### config.mk
export PLATFORM = sky130hd
export DESIGN_NAME = crc8_maxim_serial
export DESIGN_NICKNAME = d
export VERILOG_FILES = /design/src/rtl/crc_frame_checker.sv
export SDC_FILE = /design/constraint.sdc
export NUM_CORES = 1
export LEC_CHECK = 0
export ABC_CLOCK_PERIOD_IN_PS = 1700
export CAP_MARGIN = 30
export CORE_AREA = 2 2 39 41
export CTS_BUF_LIST = sky130_fd_sc_hd__clkbuf_16
export DETAILED_ROUTE_END_ITERATION = 7
export DIE_AREA = 0 0 41 43
export PLACE_DENSITY = 0.68
export REMOVE_ABC_BUFFERS = 1
export SLEW_MARGIN = 40
export SYNTH_ARGS = -nofsm -noshare
export SYNTH_HDL_FRONTEND = slang
export SYNTH_SLANG_ARGS = --single-unit
export TNS_END_PERCENT = 20
### constraint.sdc
create_clock -name clk -period 1.7 [get_ports clk]
set_clock_uncertainty 0.15 [all_clocks]
set_input_delay 0.17 -clock clk [delete_from_list [all_inputs] [get_ports clk]]
set_output_delay 0.17 -clock clk [all_outputs]
set_load 0.02 [all_outputs]
### src/rtl/crc_frame_checker.sv
// Purpose: sequences a 1-Wire frame through the bit-serial Dallas/Maxim CRC-8 and flags a good frame.
// Latency: 9 cycles per byte (1 accept + 8 shift); done one cycle after the last shift, one cycle after start for len 0.
// Backpressure: byte_ready only in WAIT_BYTE; a byte offered at any other time stays with the sender.

// Bit-serial CRC-8, polynomial x^8+x^5+x^4+1, reflected (LSB-first input).
// crc_nxt exposes the value the register would take if enabled this cycle.
module crc8_maxim_serial (
    input  logic       clk,
    input  logic       rst,
    input  logic       en,
    input  logic       b,
    output logic [7:0] crc,
    output logic [7:0] crc_nxt
);
    logic [7:0] c;
    logic       f;

    // Feedback taps for one reflected CRC step.
    always_comb begin
        f       = b ^ c[0];
        crc_nxt = {f, c[7:5], c[4] ^ f, c[3] ^ f, c[2:1]};
    end

    // CRC register: cleared by reset or clear strobe, advances one bit when enabled.
    always_ff @(posedge clk) begin
        if (rst) begin
            c <= 8'h00;
        end else if (en) begin
            c <= crc_nxt;
        end
    end

    assign crc = c;
endmodule


==> results of run 1 <==
cell usage after synthesis, drive strengths merged:
cell	count	area share
xor3	2	0.13
dfxtp	8	0.41
xor2	1	0.022
nor2	8	0.077
mux2i	8	0.20
buf	8	0.15
path summary, 6_finish.rpt:
path	startpoint	end	slack, ns
setup / recovery	crc[0]	crc_nxt[7]	0.1
hold / removal	crc[6]	crc[6]	0.39
setup reg to reg	crc[0]	crc[2]	0.25
hold reg to reg	crc[6]	crc[6]	0.39
layout make-up:
cell class	count	area share
Sequential cell	8	0.2481
Multi-Input combinational cell	19	0.2655
Tap cell	16	0.03101
Timing Repair Buffer	24	0.3391
Clock buffer	3	0.1163
cells by family (layout without fill, tap and decap cells):
| family | after synthesis | count (layout) | share of synthesized area |
|---|---|---|---|
| simple gates | 8 | 8 | 0.07668 |
| mux | 8 | 8 | 0.2045 |
| flops | 8 | 8 | 0.4089 |
| xor+xnor | 3 | 3 | 0.1566 |
| buf+inv | 8 | 27 | 0.1533 |
worst register-to-register path, delay by kind of cell (launching register included):
family | cells | cell delay [ns]
xor gates and xnor gates | 1 | 0.48
buffers and inverters | 1 | 0.14
DFF | 1 | 0.38
muxes | 1 | 0.13
and+or+nand+nor | 1 | 0.05
power breakdown:
group	switching, mW	internal, mW
Clock	0.0847	0.303
Sequential	0.00833	0.197
Combinational	0.0525	0.0595
per-layer routing:
layer  track usage  up-vias  wire (um)
met5             0        -          0
met4       0.06000        0         10
met3       0.06283        2         86
met2        0.1500       20        326
met1        0.1336      138        327
li1              -      145          -
through the flow:
step,setup slack (ns),setup TNS (ns),hold WS [ns]
after detailed placement,-0.2315,-0.5739,0.3913
after CTS,-0.004513,-0.004513,0.3986
after floorplan,0.1728,0,0.09238
after global routing,0.01764,0,0.4344
after global placement,-0.2098,-0.5326,0.3830
final,0.09923,0,0.3944
what timing repair did:
item / 4_1_cts / 5_1_grt
pin swaps: 0 / 0
resized for setup: 5 / 3
endpoints found under the setup margin: 3 / 3
==> impl_metrics.tcl, run 1 <==
set metrics [dict create \
    status "finished, final reports clean" \
    first_pass_iters 3 \
    yosysUniqueCellTypes 9 \
    crit_family "buffers and inverters" \
    period_share 0.9416 \
    crit_arrival_ns 1.28 \
    critPathBufInv 2 \
    drt-wirelength-per-cell_um 10.71 \
    multiInputGateArea_um2 171.4 \
    path_cells "buf_4 -> xor2_1 -> dlygate4sd2_1" \
    final_util 0.4665 \
    remaining_drc_errors 0 \
    syn_avg_cell_area_um2 11.19 \
    largest_reg_flops 8 \
    fin_cells 70 \
    antenna_found_initial 0 \
    gp_congestion 0.6595 \
    cts_buffers 3 \
    row_count 14 \
    slew_headroom 0.8036 \
    grt_pass1_wl_um 1269 \
    syn_area_um2 391.6 \
    placed_area_um2 579.3 \
    critPathSlowestCell "dfxtp_1" \
    seq_area_frac_synth 0.4089 \
    place.port_buffers 19 \
    drtIter0Drc 7 \
    fmax_mhz 624.7 \
    ys.warnings.count 0 \
    initial_core_util 0.2830 \
    worstSetupPathDepth 3 \
    grt_pass1_vias 311 \
    n_antenna_cell 0 \
    crit_path_max_incr_delay_ns 0.38 \
    min_path_type "reg -> reg" \
    overflow 0 \
    critical_path_class "reg -> out" \
    ys_seq_elements 8 \
    ant_nets 0 \
    slew_viol_final 0 \
    final_cell_area_um2 645.6 \
    postCtsHoldBufs 0 \
    nets 60 \
    hold_depth 2 \
    cts.path.max_buffers 2 \
    vias 305 \
    crit_fanout 3 \
    core_um2 1384 \
    p_leak_nw 0.3081 \
    pin_count 20 \
    die_area_um2 1763 \
    syn_inst 35 \
    clkLatencyLatePin_ns 0.23 \
    grt_max_degree 9 \
    clkTransAtPathRegs_ns 0.04 \
    worst_slew_pin_slew_ns 0.2937 \
    finalCriticalPeriod_ns 1.601 \
    maxCapViolCount 0 \
    finalSetupViolations 0 \
    reg2reg_depth 4 \
    worst_ir_drop_vdd_uv 943.4 \
    htree_levels 1 \
    cts_setup_buffers 0 \
    numPlacedInstances 67 \
    fillers 132 \
    p_total_mw 0.7047 \
    rsz0062_at_grt "no" \
    critPathLaunchType "register" \
    endpoint_kind "primary output" \
    drive_gt1_frac 0.2222 \
    hold_viol_final 0 \
    fp.dieH_um 43 \
    chipWidth_um 41 \
    routed_via_density 4.357 \
    worstPathRequired_ns 1.38 \
    track_usage 0.1109 \
    cts_sinks 8 \
    routed_wirelength_um 750 \
    syn_to_final_growth_pct 64.86 \
    cts_root_buf "clkbuf_16" \
    cellPowerDensity_nw_per_um2 1092 \
    tritoncts "yes" \
    layout_common_cells "15 x clkdlybuf4s50_1, 8 x mux2i_1, 8 x nor2_1, 8 x dfxtp_1, 5 x buf_4" \
    ff_latch_area_um2 160.2 \
    mostFrequentLayoutCell "clkdlybuf4s50_1" \
    hpwl_um 544.1 \
]
No activity file was read; power rests on OpenSTA's default activity.
==> run 2: changes to the inputs <==
--- a/config.mk
+++ b/config.mk
@@ -7,11 +7,13 @@
 export LEC_CHECK = 0
 export ABC_CLOCK_PERIOD_IN_PS = 1700
 export CAP_MARGIN = 30
-export CORE_AREA = 2 2 39 41
+export CELL_PAD_IN_SITES_DETAIL_PLACEMENT = 0
+export CELL_PAD_IN_SITES_GLOBAL_PLACEMENT = 1
+export CORE_MARGIN = 1.5
+export CORE_UTILIZATION = 27
 export CTS_BUF_LIST = sky130_fd_sc_hd__clkbuf_16
 export DETAILED_ROUTE_END_ITERATION = 7
-export DIE_AREA = 0 0 41 43
-export PLACE_DENSITY = 0.68
+export PLACE_DENSITY = 0.8
 export REMOVE_ABC_BUFFERS = 1
 export SLEW_MARGIN = 40
 export SYNTH_ARGS = -nofsm -noshare
==> constraint.sdc (replaced) <==
create_clock -name clk -period 1.7 [get_ports clk]
set_clock_uncertainty 0.15 [all_clocks]
set_input_delay 0.34 -clock clk [delete_from_list [all_inputs] [get_ports clk]]
set_output_delay 0.34 -clock clk [all_outputs]
set_load 0.02 [all_outputs]
==> impl_metrics.tcl, run 2 (synthesis results as in run 1) <==
set metrics [dict create \
    status "finished, final reports clean" \
    endpoint_kind "primary output" \
    slew_headroom 0.8092 \
    cts.path.max_buffers 2 \
    routed_wirelength_um 717 \
    die_area_um2 1688 \
    pin_count 20 \
    cts_buffers 3 \
    tritoncts "yes" \
    cts_setup_buffers 0 \
    track_usage 0.1089 \
    period_share 0.9935 \
    htree_levels 1 \
    worstPathRequired_ns 1.21 \
    drive_gt1_frac 0.2593 \
    initial_core_util 0.2936 \
    path_cells "xor3_4 -> buf_6" \
    worst_ir_drop_vdd_uv 506.5 \
    crit_fanout 2 \
    critPathBufInv 1 \
    worst_slew_pin_slew_ns 0.2853 \
    largest_reg_flops 8 \
    vias 294 \
    crit_family "XOR/XNOR gates" \
    fmax_mhz 592.1 \
    crit_arrival_ns 1.20 \
    final_cell_area_um2 631.9 \
    finalSetupViolations 0 \
    place.port_buffers 19 \
    cts_root_buf "clkbuf_16" \
    overflow 0 \
    clkTransAtPathRegs_ns 0.04 \
    core_um2 1334 \
    pre_cts_slack_ns -0.5844 \
    n_antenna_cell 0 \
    rsz0062_at_grt "yes" \
    p_leak_nw 0.3620 \
    layout_common_cells "13 x dlygate4sd2_1, 8 x mux2i_1, 8 x nor2_1" \
    fp.dieH_um 41.09 \
    grt_pass1_wl_um 1124 \
    maxCapViolCount 0 \
    critPathSlowestCell "xor3_4" \
    mostFrequentLayoutCell "dlygate4sd2_1" \
    cellPowerDensity_nw_per_um2 1095 \
    gp_congestion 0.6405 \
    finalCriticalPeriod_ns 1.689 \
    routed_via_density 4.261 \
    ant_nets 0 \
    antenna_found_initial 0 \
    fin_ws_ns 0.01111 \
    hpwl_um 519.2 \
    placed_area_um2 578.1 \
    final_util 0.4737 \
    grt_pass1_vias 276 \
    drtIter0Drc 0 \
    min_path_type "reg -> reg" \
    p_total_mw 0.6920 \
    crit_path_max_incr_delay_ns 0.50 \
    slew_viol_final 0 \
    grt_max_degree 9 \
    cts_sinks 8 \
    critical_path_class "reg -> out" \
    nets 60 \
    critPathLaunchType "register" \
    fillers 139 \
    hold_viol_final 0 \
    syn_to_final_growth_pct 61.34 \
    row_count 13 \
    remaining_drc_errors 0 \
    chipWidth_um 41.09 \
    first_pass_iters 1 \
    drt-wirelength-per-cell_um 10.39 \
    clkLatencyLatePin_ns 0.23 \
]
-- run 2: report_power, final --
group	internal, mW	switching [mW]	total (mW)	leakage (nW)
Combinational	0.0478	0.0513	0.0990	0.259
Clock	0.303	0.0859	0.389	0.0370
Sequential	0.197	0.00714	0.204	0.0658
-- run 2: what timing repair did --
| item | 4_1_cts | 5_1_grt |
|---|---|---|
| resized for setup | 26 | 3 |
| pin swaps | 0 | 0 |
| setup endpoints to repair | 16 | 2 |
| hold endpoints to repair | 0 | 0 |
| hold buffers | 0 | 0 |
-- run 2: tightest hold or removal path: stages (launching register included) --
cell     delay, ns
dfxtp_1       0.35
mux2i_1       0.08
nor2_1        0.07
-- run 2: per-stage QoR --
| stage | hold slack [ns] | instances | setup TNS [ns] |
|---|---|---|---|
| after detailed placement | 0.3943 | 66 | -1.645 |
| after floorplan | 0.2624 | 27 | 0 |
| after global placement | 0.3815 | 66 | -1.602 |
| final | 0.3875 | 69 | 0 |
| after CTS | 0.3964 | 69 | -0.01660 |
| after global routing | 0.4238 | 69 | -0.02475 |
-- run 2: cell type report --
class	count	area, um^2	area share
timing repair buffer	24	205.2	0.3248
tap	15	18.77	0.02970
multi-input combinational	19	171.4	0.2713
clock buffer	3	75.07	0.1188
sequential	8	161.4	0.2554
-- run 2: metal layers --
layer  share of wire  global-route usage  up-vias
met3            0.10             0.04891        2
li1                -                   -      146
met2            0.46              0.1484       16
met4          0.0084             0.07500        0
met5               0                   0        -
met1            0.43              0.1336      130
-- run 2: worst paths after layout --
| check | end | start | depth (start not counted) | slack, ns |
|---|---|---|---|---|
| min | crc[5] | crc[5] | 2 | 0.39 |
| max reg2reg | crc[3] | crc[4] | 3 | 0.42 |
| min reg2reg | crc[5] | crc[5] | 2 | 0.39 |
| max | crc_nxt[3] | crc[4] | 2 | 0.01 |
==> run 3: changes to the inputs <==
--- a/config.mk
+++ b/config.mk
@@ -9,7 +9,6 @@
 export CAP_MARGIN = 30
 export CELL_PAD_IN_SITES_DETAIL_PLACEMENT = 0
 export CELL_PAD_IN_SITES_GLOBAL_PLACEMENT = 1
-export CORE_MARGIN = 1.5
 export CORE_UTILIZATION = 27
 export CTS_BUF_LIST = sky130_fd_sc_hd__clkbuf_16
 export DETAILED_ROUTE_END_ITERATION = 7
==> impl_metrics.tcl, run 3 (synthesis results as in run 1) <==
set metrics [dict create \
    status "finished, final reports clean" \
    remaining_drc_errors 0 \
    cts_buffers 3 \
    crit_fanout 3 \
    ff_latch_area_um2 161.4 \
    pin_count 20 \
    routed_via_density 4.352 \
    finalCriticalPeriod_ns 1.659 \
    p_sw_frac 0.2040 \
    p_comb_frac 0.158 \
    layout_common_cells "12 x dlygate4sd2_1, 8 x mux2i_1, 8 x nor2_1" \
    hp-start "crc[2]" \
    nets 62 \
    crit_arrival_ns 1.17 \
    first_pass_iters 2 \
    placed_area_um2 605.6 \
    routed_wirelength_um 769 \
    hold_depth 2 \
    fmax_mhz 602.8 \
    period_share 0.9758 \
    cts_sinks 8 \
    cts.path.max_buffers 2 \
    fin_ws_ns 0.04115 \
    p_total_mw 0.7002 \
    place.port_buffers 19 \
    mostFrequentLayoutCell "dlygate4sd2_1" \
    slew_viol_final 0 \
    hold_ws_ns 0.3904 \
    gp_congestion 0.6378 \
    cellPowerDensity_nw_per_um2 1074 \
    track_usage 0.1324 \
    rsz0062_at_grt "no" \
    reg2reg_depth 4 \
    min_path_type "reg -> reg" \
    fp.dieH_um 40.09 \
    postCtsHoldBufs 0 \
    pre_cts_slack_ns -0.5810 \
    ant_nets 0 \
    largest_reg_flops 8 \
    internal_power_mw 0.5573 \
    chipWidth_um 40.09 \
    n_antenna_cell 0 \
    multiInputGateArea_um2 171.4 \
    p_switching_mw 0.1429 \
    tns_ns 0 \
    fin_cells 71 \
    endpoint_kind "primary output" \
    slew_headroom 0.8042 \
    worst_slew_pin_slew_ns 0.2928 \
    clkLatencyLatePin_ns 0.23 \
    reg2reg_from "crc[3]" \
    syn_to_final_growth_pct 66.45 \
    final_util 0.4948 \
    htree_levels 1 \
    p_leak_nw 0.3693 \
    critical_path_class "reg -> out" \
    tritoncts "yes" \
    grt_pass1_wl_um 1317 \
    critPathLaunchType "register" \
    drt-wirelength-per-cell_um 10.83 \
    final_cell_area_um2 651.9 \
    fillers 132 \
    seq_power_share 0.292 \
    grt_pass1_vias 310 \
    maxCapViolCount 0 \
    worstPathRequired_ns 1.21 \
    drive_gt1_frac 0.3036 \
    cts_root_buf "clkbuf_16" \
    cts_setup_buffers 0 \
    overflow 0 \
    clkTransAtPathRegs_ns 0.04 \
    vias 309 \
    initial_core_util 0.2972 \
    antenna_found_initial 0 \
    grt_max_degree 9 \
    p_clk_frac 0.550 \
    numPlacedInstances 68 \
    row_count 13 \
    worst_ir_drop_vdd_uv 533.4 \
    finalSetupViolations 0 \
    core_um2 1318 \
    hold_viol_final 0 \
    drtIter0Drc 3 \
    startpoint "crc[0]" \
    die_area_um2 1607 \
]
==> run 3: cell types whose count changed in the layout (fill, tap and decap cells not counted) <==
cell / before / now
buf_6: 1 / 0
dlygate4sd2_1: 13 / 12
clkbuf_2: 0 / 1
buf_12: 0 / 1
buf_4: 5 / 7
==> run 3: repair_timing <==
item                                    in CTS  in global routing
pin swaps                                    0                  2
cloned                                       0                  0
endpoints found under the setup margin      16                  3
gates resized for setup                     26                  4
==> run 3: power by group through the flow <==
stage / clock (mW) / sequential, mW / combinational, mW
floorplan: 0 / 0.225 / 0.0346
global placement: 0 / 0.207 / 0.126
detailed placement: 0 / 0.208 / 0.125
CTS: 0.393 / 0.205 / 0.110
global route: 0.405 / 0.206 / 0.119
finish: 0.385 / 0.205 / 0.111
==> run 3: critical path, cell delays in order, from the launching register on <==
cell and delay [ns]:
dfxtp_2 0.33, xor3_4 0.44, buf_4 0.18
==> run 3: routing by layer <==
metal	GRT usage	up-vias	wire, um
met3	0.05000	2	60
met1	0.1604	141	342
met2	0.1855	16	355
met4	0.1034	0	10
met5	0	-	0
li1	-	150	-
==> run 3: final timing paths <==
path	end	slack [ns]
worst min register to register	crc[1]	0.39
worst max register to register	crc[2]	0.41
worst max-delay path	crc_nxt[3]	0.04
worst min-delay path	crc[1]	0.39
==> run 3: area by class of cell <==
type                    instances  area share
repair buffers                 26      0.3455
multi-input cells              19      0.2630
clock buffers                   3      0.1152
flip-flops and latches          8      0.2476
well taps                      15     0.02879
